### src/rtl/modem_sincos_arbiter.sv
// modem_sincos_arbiter
//   Shares one dual-port sin/cos lookup ROM between NREQ phase requesters.
//   A round-robin arbiter accepts at most one phase per cycle. The ROM is
//   driven from a registered address stage. Each accepted request's ID (and,
//   in quarter-wave mode, its quadrant) rides a LUT_LAT-deep shift register
//   alongside the ROM read. The result is returned registered and ID-tagged.
//   Handshake to o_res_valid latency is LUT_LAT+2 cycles, and one result per
//   cycle is sustained.
//
//   Build option: define MODEM_SINCOS_QUARTER_WAVE_EN when the ROM holds a
//   single quarter-wave sine table (depth 2^(PHASE_W-2)+1). In that mode
//   quadrant folding is applied on the addresses and sign restoration on the
//   data. With the macro undefined, the ROM holds full sin (port A) and cos
//   (port B) tables, and phase is used directly as the address.
//
// Ports
//   i_clk, i_rst_n         clock, async active-low reset
//   i_req_valid/o_req_ready per-requester handshake (ready one-hot or zero)
//   i_req_phase            packed phases, requester k at [k*PHASE_W +: PHASE_W]
//   o_lut_addr_a/b, o_lut_en  ROM address ports and read enable
//   i_lut_a/b              ROM data, LUT_LAT cycles after the address
//   o_res_valid/o_res_id   single-cycle result strobe and owner index
//   o_sin/o_cos            signed results, held while o_res_valid=0
module modem_sincos_arbiter #(
  parameter int NREQ    = 4,
  parameter int PHASE_W = 12,
  parameter int AMP_W   = 16,
  parameter int LUT_LAT = 2,
  parameter int ID_W    = 3
) (
  input  logic                      i_clk,
  input  logic                      i_rst_n,
  input  logic [NREQ-1:0]           i_req_valid,
  output logic [NREQ-1:0]           o_req_ready,
  input  logic [NREQ*PHASE_W-1:0]   i_req_phase,
  output logic [PHASE_W-1:0]        o_lut_addr_a,
  output logic [PHASE_W-1:0]        o_lut_addr_b,
  output logic                      o_lut_en,
  input  logic [AMP_W-1:0]          i_lut_a,
  input  logic [AMP_W-1:0]          i_lut_b,
  output logic                      o_res_valid,
  output logic [ID_W-1:0]           o_res_id,
  output logic [AMP_W-1:0]          o_sin,
  output logic [AMP_W-1:0]          o_cos
);

  logic [NREQ-1:0][PHASE_W-1:0] phase_arr;
  logic [ID_W-1:0]              ptr, lo_id, hi_id, win_id;
  logic                         lo_vld, hi_vld, win_vld, hs;
  logic [NREQ-1:0]              grant;
  logic [PHASE_W-1:0]           win_phase, addr_a_nxt, addr_b_nxt;

  assign phase_arr = i_req_phase;

  // Round-robin: the lowest valid index at or above ptr wins. If there is
  // none, the search wraps and the lowest valid index overall wins.
  always_comb begin
    lo_id  = '0;
    lo_vld = 1'b0;
    hi_id  = '0;
    hi_vld = 1'b0;
    for (int i = NREQ-1; i >= 0; i--) begin
      if (i_req_valid[i]) begin
        lo_id  = ID_W'(i);
        lo_vld = 1'b1;
      end
      if (i_req_valid[i] && (ID_W'(i) >= ptr)) begin
        hi_id  = ID_W'(i);
        hi_vld = 1'b1;
      end
    end
    win_vld   = lo_vld;
    win_id    = hi_vld ? hi_id : lo_id;
    grant     = '0;
    win_phase = '0;
    for (int i = 0; i < NREQ; i++) begin
      if (win_vld && (win_id == ID_W'(i))) begin
        grant[i]  = 1'b1;
        win_phase = phase_arr[i];
      end
    end
  end

  // Ready is held low during reset, so nothing is accepted while the
  // pipeline is being cleared.
  assign hs          = win_vld & i_rst_n;
  assign o_req_ready = i_rst_n ? grant : '0;

  always_ff @(posedge i_clk or negedge i_rst_n) begin
    if (!i_rst_n)
      ptr <= '0;
    else if (hs)
      ptr <= (win_id == ID_W'(NREQ-1)) ? '0 : win_id + 1'b1;
  end

`ifdef MODEM_SINCOS_QUARTER_WAVE_EN
  // Fold the phase into the first quadrant. Port A reads sin(|r|),
  // port B reads cos(|r|) = sin(Q-r). Odd quadrants swap the roles.
  localparam logic [PHASE_W-1:0] QTR = PHASE_W'(1) << (PHASE_W-2);
  logic [1:0]         win_q;
  logic [PHASE_W-1:0] r_ext, r_cmp;
  logic [LUT_LAT:0][1:0] q_pipe;

  assign win_q      = win_phase[PHASE_W-1 -: 2];
  assign r_ext      = {2'b00, win_phase[PHASE_W-3:0]};
  assign r_cmp      = QTR - r_ext;
  assign addr_a_nxt = win_q[0] ? r_cmp : r_ext;
  assign addr_b_nxt = win_q[0] ? r_ext : r_cmp;

  always_ff @(posedge i_clk or negedge i_rst_n) begin
    if (!i_rst_n) begin
      q_pipe <= '0;
    end else begin
      q_pipe[LUT_LAT:1] <= q_pipe[LUT_LAT-1:0];
      if (hs) q_pipe[0] <= win_q;
    end
  end
`else
  assign addr_a_nxt = win_phase;
  assign addr_b_nxt = win_phase;
`endif

  // Stage 1 drives the ROM. vld_pipe[0] is the read enable. vld_pipe[LUT_LAT]
  // marks the cycle in which the ROM data for that read is present.
  logic [LUT_LAT:0]           vld_pipe;
  logic [LUT_LAT:0][ID_W-1:0] id_pipe;

  assign o_lut_en = vld_pipe[0];

  always_ff @(posedge i_clk or negedge i_rst_n) begin
    if (!i_rst_n) begin
      vld_pipe     <= '0;
      id_pipe      <= '0;
      o_lut_addr_a <= '0;
      o_lut_addr_b <= '0;
    end else begin
      vld_pipe          <= {vld_pipe[LUT_LAT-1:0], hs};
      id_pipe[LUT_LAT:1] <= id_pipe[LUT_LAT-1:0];
      if (hs) begin
        id_pipe[0]   <= win_id;
        o_lut_addr_a <= addr_a_nxt;
        o_lut_addr_b <= addr_b_nxt;
      end
    end
  end

  always_ff @(posedge i_clk or negedge i_rst_n) begin
    if (!i_rst_n) begin
      o_res_valid <= 1'b0;
      o_res_id    <= '0;
      o_sin       <= '0;
      o_cos       <= '0;
    end else begin
      o_res_valid <= vld_pipe[LUT_LAT];
      if (vld_pipe[LUT_LAT]) begin
        o_res_id <= id_pipe[LUT_LAT];
`ifdef MODEM_SINCOS_QUARTER_WAVE_EN
        // sin < 0 in quadrants 2,3; cos < 0 in quadrants 1,2.
        o_sin <= q_pipe[LUT_LAT][1] ? -i_lut_a : i_lut_a;
        o_cos <= (q_pipe[LUT_LAT][1] ^ q_pipe[LUT_LAT][0]) ? -i_lut_b : i_lut_b;
`else
        o_sin <= i_lut_a;
        o_cos <= i_lut_b;
`endif
      end
    end
  end

endmodule
### config.mk
export PLATFORM = sky130hd
export DESIGN_NAME = modem_sincos_arbiter
export DESIGN_NICKNAME = d
export VERILOG_FILES = /design/src/rtl/modem_sincos_arbiter.sv
export SDC_FILE = /design/constraint.sdc
export NUM_CORES = 1
export LEC_CHECK = 0
export ABC_AREA = 1
export CORE_ASPECT_RATIO = 0.5
export CORE_UTILIZATION = 34
export CTS_BUF_LIST = sky130_fd_sc_hd__clkbuf_4
export DETAILED_ROUTE_END_ITERATION = 7
export HOLD_SLACK_MARGIN = 0.06
export PLACE_DENSITY = 0.68
export SKIP_CTS_REPAIR_TIMING = 1
export SLEW_MARGIN = 10
export SYNTH_ARGS = -nofsm -noshare
export SYNTH_HDL_FRONTEND = slang
export SYNTH_SLANG_ARGS = --single-unit
export TNS_END_PERCENT = 10
### constraint.sdc
create_clock -name i_clk -period 2.3 [get_ports i_clk]
set_input_delay 0.23 -clock i_clk [delete_from_list [all_inputs] [get_ports i_clk]]
set_output_delay 0.23 -clock i_clk [all_outputs]
set_load 0.05 [all_outputs]
==> flow_summary.toml <==
[pwr]
pwr-share-seq_pct = 25.6
power.internal_mw = 3.09
worst_ir_drop_vdd_uv = 477
comb_power_share_pct = 55.8
power_frac_clock_pct = 18.6
power_switching_mw = 2.46
p_sw_share_pct = 44.3
leakagePower_nw = 2.32
power_density_nw_per_um2 = 1130

[global_routing]
antenna_found_initial = 0
grt_pass1_wl_um = 11700
grt_overflow_total = 0
track_usage_pct = 16.6
first_global_vias = 2421
grt_max_degree = 59

[layout]
regArea_um2 = 1450
drive_above_1_share_pct = 18.4
fin_cells = 617
design_area_um2 = 4920
multi_input_area_um2 = 1310
area_delta_synth_final_pct = 63.5
layout.nets = 590
diodes = 0
fillers = 768
postLayoutCoreUtil_pct = 59.4

[sta]
max_freq_ghz = 0.450
min_period_ns = 2.22
clock_skew_ns = 0.0136
timing.slew.headroom_pct = 51.2
slew_viol_final = 0
period_share_pct = 96.7
rsz0062_at_grt = "yes"
setup_viol = 0
hold_violations = 0
worst_slew_pin_slew_ns = 0.732
worst_slack_ns = 0.0761

[place]
dp_worst_setup_slack_ns = -0.00234
dp_hpwl_um = 5690
dp_cells = 593
place_area_um2 = 4550
gp_congestion = 0.829
io_buffers = 149

[routing]
wl_met3_um = 491
vias = 2714
wl_met2_um = 3830
drt-initial-drc-count = 114
first_pass_iters = 5
wirelength_um = 7830
wl_met1_um = 3440
routed_wire_length_per_instance_um = 12.7
ant_nets = 0
maxUsedRoutingLayer = "met4"
drcViolationCount = 0
viasPerCell = 4.40

[hold_path]
hp-class = "register to register"

[clock_network]
clock_latency_ns = 0.39
clkTransAtPathRegs_ns = 0.10
clock_path_buffers = 2
clock-root-buffer = "clkbuf_4"
cts_tree = "yes"
cts_sinks = 58
htree_num_levels = 3
numCtsBuffers = 9

[worst_setup_path]
critPathRequiredTime_ns = 2.07
cp-start-kind = "register"
worst-r2r-setup-slack_ns = 0.24
path_max_fanout = 4
end_kind = "output pin"
crit_type = "register to output pin"
worst_ep_arrival_time_ns = 1.99

[logic_synthesis]
synthCells = 355
yosysUniqueCellTypes = 18
synth_nets = 445
ys_warn_count = 0
syn_area_per_cell_um2 = 8.48
mappedNetlistArea_um2 = 3010
yosysSeqAreaShare_pct = 48.2
ys_seq_elements = 58

[die]
start_util_pct = 36.3
die_h_um = 68.6
dieWidth_um = 135
die-area_um2 = 9260
coreArea_um2 = 8290
num_rows = 23
pin_count = 151

[run]
maxCapViolCount = 0

[run_status]
status = "finished clean"
cells by family (layout without fill, tap and decap cells):
family                     Yosys count  count (layout)  share of synthesized area [%]
AOI/OAI and AO/OA                    3               3                          0.498
adders and majority gates            4               4                           1.66
muxes                               34              34                           12.7
buffers and inverters               66             216                           11.2
other                                1               1                          0.125
DFF                                 58              58                           48.2
and+or+nand+nor                    189             189                           25.6
synth_stat cells:
cell	instances	area [um^2]
nand2_2	2	12.5
nand3_1	38	190
o21ai_0	1	5.00
mux2_2	34	383
buf_6	3	33.8
conb_1	1	3.75
nor3_1	1	5.00
clkbuf_1	3	11.3
nand2_1	101	379
nor2_1	46	173
nand2_4	1	11.3
buf_4	14	105
a21oi_1	1	5.00
ha_1	4	50.1
buf_2	12	60.1
o21ai_1	1	5.00
dfrtp_1	58	1450
inv_1	34	128
layout make-up:
type	instances	area share, %
Clock buffer	10	1.52
Clock inverter	6	2.62
Inverter	34	2.64
Multi-Input combinational cell	231	26.6
Sequential cell	58	29.5
Tap cell	112	2.85
Timing Repair Buffer	166	34.2
metrics by stage:
stage          setup TNS [ns]  hold WS (ns)  total power [mW]
2_1_floorplan               0       -0.0656              3.44
3_3_place_gp                0         0.334              4.32
3_5_place_dp         -0.00234         0.347              4.34
4_1_cts                -0.371        0.0406              5.40
5_1_grt                -0.169         0.384              5.86
6_report                    0         0.377              5.56
state kept, by name, summed over array words and instances (netlist names):
name / cells
vld_pipe: 3
o_res_id: 2
o_cos: 16
ptr: 2
o_sin: 16
o_lut_addr_b: 12
id_pipe: 6
o_res_valid: 1
metal layers:
metal | GRT usage (%) | vias up
met4 | 4.49 | 0
met1 | 20.7 | 1245
li1 | - | 1384
met2 | 27.2 | 79
met3 | 6.14 | 6
met5 | 0 | -
worst max-delay path, stage by stage, from the launching register on:
cell,delay [ns]
dfrtp_1,0.43
nor3_2,0.26
nor2_2,0.10
nand3_2,0.12
nand2_4,0.09
inv_4,0.08
ha_2,0.19
inv_1,0.08
nor2_4,0.11
buf_12,0.15
power groups by stage:
stage | clock, mW | combinational [mW] | sequential, mW
floorplan | 0 | 1.38 | 2.06
global placement | 0 | 2.90 | 1.43
detailed placement | 0 | 2.91 | 1.44
CTS | 1.06 | 2.92 | 1.42
global route | 1.11 | 3.30 | 1.45
finish | 1.04 | 3.10 | 1.42
cells in the final DEF (no fill, tap or decap), types with 2 or more instances in the layout:
cell / count
clkdlybuf4s50_1: 144
nand2_1: 98
dfrtp_1: 57
nor2_1: 39
nand3_1: 37
mux2_2: 34
inv_1: 32
buf_4: 14
clkbuf_4: 10
buf_12: 5
nor2_2: 4
nand2_2: 4
bufinv_16: 4
nor2_4: 3
nand2_4: 2
ha_2: 2
ha_4: 2
final timing paths:
| path | from | to | depth (start not counted) |
|---|---|---|---|
| worst max-delay path | ptr[0] | o_req_ready[3] | 9 |
| worst min-delay path | id_pipe[4] | id_pipe[7] | 0 |
| worst max register to register | ptr[1] | o_lut_addr_b[6] | 15 |
| worst min register to register | id_pipe[4] | id_pipe[7] | 0 |
| max in group asynchronous | i_rst_n | ptr[1] | 3 |
| min in group asynchronous | i_rst_n | o_lut_addr_b[0] | 3 |
(Power assumes the default switching activity.)
